`src/rtl/amx_link_pkg.sv`:
```
`default_nettype none
// ============================================================================
// Module  : amx_link_pkg
// Brief   : Shared constants and link-state encoding for the AMX byte link.
// Revision: 1.0 - initial release
// ============================================================================
package amx_link_pkg;

    localparam logic [7:0] c_sof_byte        = 8'hA5;
    localparam int         c_default_max_len = 16;

    typedef enum logic [2:0] {
        ST_FILL = 3'd0,
        ST_SOF  = 3'd1,
        ST_LEN  = 3'd2,
        ST_PAY  = 3'd3,
        ST_CSUM = 3'd4
    } link_state_e;

endpackage
`default_nettype wire

```
`src/rtl/amx_frame_buf.sv`:
```
`default_nettype none
// ============================================================================
// Module  : amx_frame_buf
// Brief   : MAX_LEN x 8 frame buffer with write pointer (count) and read pointer.
// Revision: 1.0 - initial release
// ============================================================================
module amx_frame_buf #(
    parameter int MAX_LEN = 16,
    parameter int PW      = 5
) (
    input  logic          clk,
    input  logic          rst_n,
    input  logic          i_clr,
    input  logic          i_wr_en,
    input  logic [7:0]    i_wr_data,
    input  logic          i_rd_inc,
    output logic [PW-1:0] o_count,
    output logic [PW-1:0] o_rd,
    output logic [7:0]    o_rd_data
);

    logic [7:0]    r_mem [MAX_LEN];
    logic [PW-1:0] r_count;
    logic [PW-1:0] r_rd;

    always_ff @(posedge clk) begin
        if (!rst_n) begin
            r_count <= '0;
            r_rd    <= '0;
        end else if (i_clr) begin
            r_count <= '0;
            r_rd    <= '0;
        end else begin
            if (i_wr_en)  r_count <= r_count + PW'(1);
            if (i_rd_inc) r_rd    <= r_rd + PW'(1);
        end
    end

    always_ff @(posedge clk) begin
        if (i_wr_en) begin
            for (int i = 0; i < MAX_LEN; i++) begin
                if (r_count == PW'(i)) r_mem[i] <= i_wr_data;
            end
        end
    end

    // Read pointer may sit one past the last entry; that slot reads as zero.
    always_comb begin
        o_rd_data = 8'h00;
        for (int i = 0; i < MAX_LEN; i++) begin
            if (r_rd == PW'(i)) o_rd_data = r_mem[i];
        end
    end

    assign o_count = r_count;
    assign o_rd    = r_rd;

endmodule
`default_nettype wire

```
`src/rtl/amx_frame_tx.sv`:
```
`default_nettype none
// ============================================================================
// Module  : amx_frame_tx
// Brief   : AMX link transmitter: buffers a frame, sends SOF, LEN, payload and,
//           with AMX_FRAME_TX_CSUM_EN defined, a trailing XOR checksum byte.
// Revision: 1.0 - initial release
// ============================================================================
module amx_frame_tx
    import amx_link_pkg::*;
#(
    parameter int         MAX_LEN  = c_default_max_len,
    parameter logic [7:0] SOF_BYTE = c_sof_byte
) (
    input  logic       clk,
    input  logic       rst_n,
    input  logic [7:0] in_data,
    input  logic       in_valid,
    input  logic       in_last,
    output logic       in_ready,
    output logic [7:0] tx_data,
    output logic       tx_valid,
    input  logic       tx_ready,
    output logic       busy,
    output logic       trunc
);

    localparam int            PW         = $clog2(MAX_LEN + 1);
    localparam logic [PW-1:0] c_last_idx = PW'(MAX_LEN - 1);

    link_state_e   r_state;
    link_state_e   w_state_nxt;
    logic [7:0]    r_tx_data;
    logic [7:0]    w_tx_data_nxt;
    logic          r_tx_valid;
    logic          w_tx_valid_nxt;
    logic          r_trunc;
    logic          w_trunc_nxt;
    logic          w_wr_en;
    logic          w_rd_inc;
    logic          w_clr;
    logic          w_close;
    logic [PW-1:0] w_count;
    logic [PW-1:0] w_rd;
    logic [7:0]    w_rd_data;
    logic [7:0]    w_len;

    amx_frame_buf #(
        .MAX_LEN (MAX_LEN),
        .PW      (PW)
    ) u_buf (
        .clk       (clk),
        .rst_n     (rst_n),
        .i_clr     (w_clr),
        .i_wr_en   (w_wr_en),
        .i_wr_data (in_data),
        .i_rd_inc  (w_rd_inc),
        .o_count   (w_count),
        .o_rd      (w_rd),
        .o_rd_data (w_rd_data)
    );

    assign w_len = 8'(w_count);

`ifdef AMX_FRAME_TX_CSUM_EN
    logic [7:0] r_csum;
    logic [7:0] w_len_close;

    // Count has not yet absorbed the closing byte, so the seed is count+1.
    assign w_len_close = w_len + 8'd1;

    always_ff @(posedge clk) begin
        if (!rst_n || w_clr) begin
            r_csum <= 8'h00;
        end else if (w_wr_en) begin
            r_csum <= r_csum ^ in_data ^ (w_close ? w_len_close : 8'h00);
        end
    end
`endif

    always_ff @(posedge clk) begin
        if (!rst_n) begin
            r_state    <= ST_FILL;
            r_tx_data  <= 8'h00;
            r_tx_valid <= 1'b0;
            r_trunc    <= 1'b0;
        end else begin
            r_state    <= w_state_nxt;
            r_tx_data  <= w_tx_data_nxt;
            r_tx_valid <= w_tx_valid_nxt;
            r_trunc    <= w_trunc_nxt;
        end
    end

    always_comb begin
        w_state_nxt    = r_state;
        w_tx_data_nxt  = r_tx_data;
        w_tx_valid_nxt = r_tx_valid;
        w_trunc_nxt    = 1'b0;
        w_wr_en        = 1'b0;
        w_rd_inc       = 1'b0;
        w_clr          = 1'b0;
        w_close        = 1'b0;
        case (r_state)
            ST_FILL: begin
                if (in_valid) begin
                    w_wr_en = 1'b1;
                    w_close = in_last || (w_count == c_last_idx);
                    if (w_close) begin
                        w_state_nxt    = ST_SOF;
                        w_tx_valid_nxt = 1'b1;
                        w_tx_data_nxt  = SOF_BYTE;
                        w_trunc_nxt    = !in_last;
                    end
                end
            end
            ST_SOF: begin
                if (tx_ready) begin
                    w_state_nxt   = ST_LEN;
                    w_tx_data_nxt = w_len;
                end
            end
            ST_LEN: begin
                if (tx_ready) begin
                    w_state_nxt   = ST_PAY;
                    w_tx_data_nxt = w_rd_data;
                    w_rd_inc      = 1'b1;
                end
            end
            ST_PAY: begin
                // rd counts bytes already loaded into the output register.
                if (tx_ready) begin
                    if (w_rd == w_count) begin
`ifdef AMX_FRAME_TX_CSUM_EN
                        w_state_nxt   = ST_CSUM;
                        w_tx_data_nxt = r_csum;
`else
                        w_state_nxt    = ST_FILL;
                        w_tx_valid_nxt = 1'b0;
                        w_tx_data_nxt  = 8'h00;
                        w_clr          = 1'b1;
`endif
                    end else begin
                        w_tx_data_nxt = w_rd_data;
                        w_rd_inc      = 1'b1;
                    end
                end
            end
`ifdef AMX_FRAME_TX_CSUM_EN
            ST_CSUM: begin
                if (tx_ready) begin
                    w_state_nxt    = ST_FILL;
                    w_tx_valid_nxt = 1'b0;
                    w_tx_data_nxt  = 8'h00;
                    w_clr          = 1'b1;
                end
            end
`endif
            default: begin
                w_state_nxt    = ST_FILL;
                w_tx_valid_nxt = 1'b0;
                w_tx_data_nxt  = 8'h00;
                w_clr          = 1'b1;
            end
        endcase
    end

    assign in_ready = (r_state == ST_FILL);
    assign busy     = (r_state != ST_FILL);
    assign tx_data  = r_tx_data;
    assign tx_valid = r_tx_valid;
    assign trunc    = r_trunc;

endmodule
`default_nettype wire

```
`config.mk`:
```
export PLATFORM = sky130hd
export DESIGN_NAME = amx_frame_tx
export DESIGN_NICKNAME = d
export VERILOG_FILES = /design/src/rtl/amx_link_pkg.sv /design/src/rtl/amx_frame_buf.sv /design/src/rtl/amx_frame_tx.sv
export SDC_FILE = /design/constraint.sdc
export NUM_CORES = 1
export LEC_CHECK = 0
export ABC_AREA = 1
export BUFFER_PORTS_ARGS = -buffer_cell sky130_fd_sc_hd__buf_2
export CORE_UTILIZATION = 53
export CTS_CLUSTER_DIAMETER = 120
export DETAILED_ROUTE_END_ITERATION = 12
export GPL_TIMING_DRIVEN = 0
export PLACE_DENSITY = 0.67
export SYNTH_ARGS = -nofsm -noshare
export SYNTH_HDL_FRONTEND = slang
export SYNTH_SLANG_ARGS = --single-unit
export TNS_END_PERCENT = 20
```
`constraint.sdc`:
```
create_clock -name clk -period 2.5 [get_ports clk]
set_input_delay 0.375 -clock clk [delete_from_list [all_inputs] [get_ports clk]]
set_output_delay 0.375 -clock clk [all_outputs]
set_load 0.1 [all_outputs]
```
# Word level (Yosys, flattened, before mapping)
# Memory sizes are Yosys's and may differ from the RTL's.
# Cells that the tools add are included.
totals:
  reg_bits: 23
  mem_bits_rw: 128
  mem_count: 1
  output_inout_bits: 12
mem_list:
  columns: ["memory", "depth", "word_bits", "read_ports", "rd_clocked_by_memory_dff", "wr", "line", "text"]
  rows:
  - ["u_buf.r_mem", 16, 8, 16, 0, 1, "amx_frame_buf.sv:22", "logic [7:0] r_mem [MAX_LEN];"]
op_classes:
  muxes: 137
  bitwise_logic: 2
  add_sub_neg: 2
  n_eq_ne: 40
  n_reduce_logical: 28
ops:
  columns: ["op", "count"]
  rows:
  - ["2-to-1 mux 8 bit", 37]
  - ["OR reduction 8 bit", 15]
  - ["== test 5 x 4 -> 1 bit (second input constant)", 16]
  - ["2-to-1 mux 1 bit", 74]
  - ["2-to-1 mux 4 bit", 15]
  - ["== test 5 x 3 -> 1 bit (second input constant)", 8]
  - ["one-hot mux 8 bit (4 select lines)", 1]
  - ["== test 5 x 2 -> 1 bit (second input constant)", 4]
  - ["2-to-1 mux 3 bit", 6]
  - ["one-hot mux 3 bit (4 select lines)", 1]
  - ["adder 5 x 1 -> 5 bit (second input constant)", 2]
  - ["== test 5 x 1 -> 1 bit (second input constant)", 2]
  - ["zero test 5 bit", 2]
  - ["!= test 2 bit (second input constant)", 5]
  - ["AND reduction 5 bit", 2]
  - ["== test 3 x 2 -> 1 bit (second input constant)", 2]
  - ["AND reduction 6 bit", 1]
  - ["== test 5 bit", 1]
  - ["one-hot mux 1 bit (2 select lines)", 2]
  - ["AND reduction 4 bit", 1]
  - ["OR reduction 2 bit", 2]
  - ["== test 3 x 1 -> 1 bit (second input constant)", 1]
  - ["zero test 3 bit", 1]
  - ["one-hot mux 1 bit (3 select lines)", 1]
  - ["other kinds (6)", 7]

# Depth between registers and ports, before layout
depth:
  word_depth: 20
  ltp_mapped: 23
  ltp_nobuf: 23

# Hierarchy
# From an unflattened synthesis, not the netlist that was laid out.
unflattened:
  cells_unflattened: 745
  area_unflattened_um2: 7034.2
by_module_without_submodules:
  columns: ["mod", "n_inst", "area_each_um2", "cells_each"]
  rows:
  - ["amx_frame_buf", 1, 6148.4, 607]
  - ["amx_frame_tx", 1, 885.8, 138]

# Worst setup path before layout
# OpenSTA, ideal clock, no wires.
synth_timing:
  path_kind: "reg-to-reg"
  startpoint: "register r_state[0]"
  endpoint: "memory u_buf.r_mem[0][0], enable pin"
  arrival_ns: 2.380
  path_slack_ns: -0.251
  t_required_ns: 2.130
  path_stages_with_launch: 8
  path_buffers: 1
  path_cell_list: "dfxtp_1 inv_1 ha_1 clkbuf_1 nand2_1 nor2_1 nand2_1 nor2_1"
synth_via:
  elab_chain_len: 20
synth_rtl:
  columns: ["item", "line", "text"]
  rows:
  - ["start: declaration", "amx_frame_tx.sv:30", "link_state_e r_state;"]
  - ["start signal: assignment", "amx_frame_tx.sv:87", "r_state <= w_state_nxt;"]
  - ["zero test 3 bit *", null, null]
  - ["named net in_ready", "amx_frame_tx.sv:19", "output logic in_ready,"]
  - ["2-to-1 mux 1 bit *", "amx_frame_tx.sv:103", "case (r_state)"]
  - ["2-to-1 mux 1 bit", "amx_frame_buf.sv:40", "if (i_wr_en) begin"]
  - ["2-to-1 mux 1 bit (not written as such)", "amx_frame_buf.sv:42", "if (r_count == PW'(i)) r_mem[i] <= i_wr_data;"]
  - ["OR reduction 8 bit (no line)", null, null]
  - ["2-to-1 mux 4 bit (no line) / 2-to-1 mux 1 bit (equally long branches) (15 in series)", null, null]
  - ["end: declaration", "amx_frame_buf.sv:22", null]
# Mark *: on every way through the listed nets, which the timed path passes. The rest lies on a longest branch.

# Worst setup path after layout
layout_timing:
  startpoint: "register u_buf.r_rd[2], in the netlist u_buf.o_rd[2]"
  endpoint: "register r_tx_data[7], in the netlist tx_data[7]"
layout_via:
  elab_chain_len: 20
layout_rtl:
  columns: ["item", "line", "text"]
  rows:
  - ["start: declaration", "amx_frame_buf.sv:24", "logic [PW-1:0] r_rd;"]
  - ["start signal: assignment", "amx_frame_buf.sv:35", "if (i_rd_inc) r_rd <= r_rd + PW'(1);"]
  - ["zero test 5 bit", "amx_frame_buf.sv:51", "if (r_rd == PW'(i)) o_rd_data = r_mem[i];"]
  - ["2-to-1 mux 8 bit (16 in series)", "amx_frame_buf.sv:51", null]
  - ["2-to-1 mux 8 bit", "amx_frame_tx.sv:132", "if (w_rd == w_count) begin"]
  - ["2-to-1 mux 8 bit", "amx_frame_tx.sv:131", "if (tx_ready) begin"]
  - ["one-hot mux 8 bit (4 select lines) *", "amx_frame_tx.sv:103", null]
  - ["end signal: assignment", "amx_frame_tx.sv:88", "r_tx_data <= w_tx_data_nxt;"]
  - ["end: declaration", "amx_frame_tx.sv:32", "logic [7:0] r_tx_data;"]
# Every way passes the cells marked *; elsewhere a longest branch is shown, timed or not. The select of a mux whose other input is x is not followed.
# A chain may end at the register's enable or synchronous reset.

==> results_dict.tcl <==
set metrics [dict create \
    synthXorXnorAreaFrac_pct 0.2546 \
    grt_pass1_vias 4570 \
    crit_arrival_ns 2.66 \
    crit_end "tx_data[7]$_SDFFE_PN0P_" \
    synthSimpleGateAreaFrac_pct 23.24 \
    holdBufCountCts 0 \
    power.total_uw 8071 \
    layout-drive-gt1-share_pct 21.32 \
    core-area_um2 12620 \
    place.gp.congestion 0.8220 \
    p_per_area_nw_per_um2 982.5 \
    fmax_ghz 0.4232 \
    max_slew_margin_pct 55.42 \
    wirelength_um 14350 \
    place_ws_ns -0.1913 \
    syn_area_per_cell_um2 9.914 \
    drc 0 \
    stdcell_count 932 \
    p_leak_uw 0.003165 \
    yosysWarningCount 0 \
    seq_area_frac_synth_pct 62.27 \
    ir_worst_vdd_v 0.0004543 \
    detailed_place_hpwl_um 9801 \
    via_per_inst 5.102 \
    layout.nets 775 \
    grt_use_met1_pct 31.93 \
    num_vias 4755 \
    ys_ff_latch 150 \
    drt-pass1-iter-count 4 \
    htree_levels 4 \
    rsz0062_at_grt "yes" \
    die_h_um 115.9 \
    cts_tree "yes" \
    die-area_um2 13440 \
    nFillCells 1002 \
    cp_max_fo 10 \
    cts_buffer_depth 2 \
    synth_top_family_by_area "simple AND/OR/NAND/NOR gates" \
    setup_tns_ns 0 \
    final_cell_mix "195 x nand2_1, 128 x edfxtp_1, 83 x inv_1" \
    synth_cell_types 37 \
    drt-initial-drc-count 268 \
    post-place-cells 890 \
    hold_viol_final 0 \
    synth_fa_ha_area_share_pct 2.728 \
    max_slew.worst_pin.slew_ns 0.6662 \
    start_kind "flip-flop" \
    synth_compound_area_share_pct 5.128 \
    reg2reg_to "tx_data[7]$_SDFFE_PN0P_" \
    fin_skew_ns 0.007695 \
    fin_crit_sh_pct 94.51 \
    r2r_slack_ns 0.14 \
    rows 41 \
    met2_usage_pct 38.29 \
    cts_root_buffer "clkbuf_16" \
    antenna_found_initial 0 \
    grt.overflow.total 0 \
    cp-startpoint "u_buf.o_rd[2]$_SDFFE_PP0P_" \
    worstRegToRegCells 18 \
    syn_to_final_growth_pct 19.40 \
    timing.rr.start "u_buf.o_rd[2]$_SDFFE_PP0P_" \
    cp.required_ns 2.80 \
    pin_count 25 \
    cts.sinks 150 \
    route.detailed.wl_per_inst_um 15.40 \
    finalCriticalPeriod_ns 2.363 \
    critPathKind "flip-flop to flip-flop" \
    chipWidth_um 115.9 \
    cp-end-kind "flip-flop" \
    synth_nets 722 \
    antenna_left 0 \
    hold_path_class "input port to flip-flop" \
    grt_max_degree 17 \
    io_buffer_count 24 \
    met3_usage_pct 5.282 \
    start_util_pct 54.52 \
    grt_pass1_wl_um 23270 \
    clkLatencyLatePin_ns 0.43 \
    diodes 0 \
    synth_mux_area_share_pct 0 \
    multi_input_area_um2 2399 \
    drv_slew 0 \
    status "finished clean" \
    synth_cells 694 \
    setup_viol 0 \
    setup_slack_ns 0.1373 \
    clk_pin_slew_ns 0.06 \
    cap_violations 0 \
    grtUsageTotal_pct 23.88 \
    syn_area_um2 6880 \
    final-seq-area_um2 4297 \
    grt_busiest_layer "met2" \
    final_common_cell "nand2_1" \
    numCtsBuffers 17 \
]
==> registers in the layout (all words and copies together) (netlist names) <==
| register | count |
|---|---|
| u_buf.o_rd | 5 |
| tx_valid | 1 |
| u_buf.r_mem | 128 |
| trunc | 1 |
| r_state | 2 |
| u_buf.o_count | 5 |
| tx_data | 8 |
==> area by class of cell <==
class / instances / share of cell area, %
Clock buffer: 17 / 5.178
Buffer: 9 / 0.8224
Tap cell: 172 / 2.620
Timing Repair Buffer: 35 / 2.620
Multi-Input combinational cell: 436 / 29.20
Sequential cell: 150 / 52.30
Inverter: 98 / 4.706
Clock inverter: 15 / 2.559
==> cells by family after synthesis <==
kind of cell	count (synthesis)
AO/OA/AOI/OAI	63
XOR/XNOR	2
adder cells (fa/ha/maj)	15
buffers and inverters	108
flip-flops	150
AND/OR/NAND/NOR	356
==> worst min-delay path by stage <==
| stage | from | endpoint | depth (start not counted) |
|---|---|---|---|
| 2_1_floorplan | in_last | trunc$_SDFF_PN0_ | 1 |
| 3_3_place_gp | tx_valid$_SDFFE_PN0P_ | tx_valid$_SDFFE_PN0P_ | 2 |
| 3_5_place_dp | tx_valid$_SDFFE_PN0P_ | tx_valid$_SDFFE_PN0P_ | 2 |
| 4_1_cts | in_last | trunc$_SDFF_PN0_ | 2 |
| 5_1_grt | in_last | trunc$_SDFF_PN0_ | 2 |
| 6_report | in_last | trunc$_SDFF_PN0_ | 2 |
==> where the power goes <==
part           total, uW  switching, uW  internal [uW]
Clock               2730            979           1750
Combinational       2380           1730            651
Sequential          2960           93.7           2870
==> per-layer routing <==
layer	share of wire (%)	vias to the layer above	routed length, um
met3	4.4	22	637
met4	1.6	0	228
li1	-	2394	-
met5	0	-	0
met1	46	2246	6594
met2	48	93	6892
==> cells in the mapped netlist <==
cell type	number	area, um^2
edfxtp_1	128	3844
clkbuf_1	5	18.77
nor3_1	3	15.01
ha_1	15	187.7
nor2_4	8	90.09
inv_2	8	30.03
nand3_1	62	310.3
xnor2_1	1	8.760
or2_1	1	6.260
xor2_1	1	8.760
buf_4	2	15.01
dfxtp_1	22	440.4
a21oi_2	5	43.79
o21ai_0	28	140.1
nor2_1	45	168.9
nand3_2	2	20.02
or2_2	9	56.30
nand4_1	7	43.79
a31oi_1	1	6.260
o21ai_1	5	25.02
nand2_4	4	45.04
o211ai_1	2	15.01
clkinv_2	1	5.000
nand2_2	3	18.77
or2_0	5	31.28
nor2_2	4	25.02
a21oi_1	17	85.08
inv_1	87	326.6
nand3b_1	1	7.510
nor4_1	1	6.260
clkinv_1	1	3.750
inv_4	1	6.260
o21a_1	1	7.510
o22ai_1	2	12.51
nand2_1	201	754.5
a221oi_1	2	17.52
buf_6	3	33.78
==> stage by stage <==
stage	area [um^2]	utilization [%]	hold WS, ns
5_1_grt	8215	65.10	0.1342
2_1_floorplan	6883	-	0.4535
4_1_cts	7906	62.65	0.1139
6_report	8215	65.10	0.1345
3_3_place_gp	7218	57.20	0.4474
3_5_place_dp	7218	57.20	0.4492
==> worst max-delay path, stage by stage (launching register included) <==
cell and delay [ns]:
dfxtp_1 0.30, buf_6 0.14, nor2_4 0.20, nand3_4 0.13, buf_6 0.17, o211ai_1 0.18
nand3_1 0.11, nand2_1 0.10, nand3_1 0.08, nand2_1 0.09, nand3_1 0.07, nand2_1 0.07
nand2_1 0.06, nand2_1 0.08, nand3b_1 0.11, nand2_1 0.10, nand2_1 0.06, a21oi_1 0.12
nor2_1 0.05
==> timing repair <==
item / 4_1_cts / 5_1_grt
setup buffers: 1 / 10
resized for setup: 20 / 59
pin swaps: 2 / 7
endpoints found under the setup margin: 128 / 128
No activity file was read; power rests on OpenSTA's default activity.
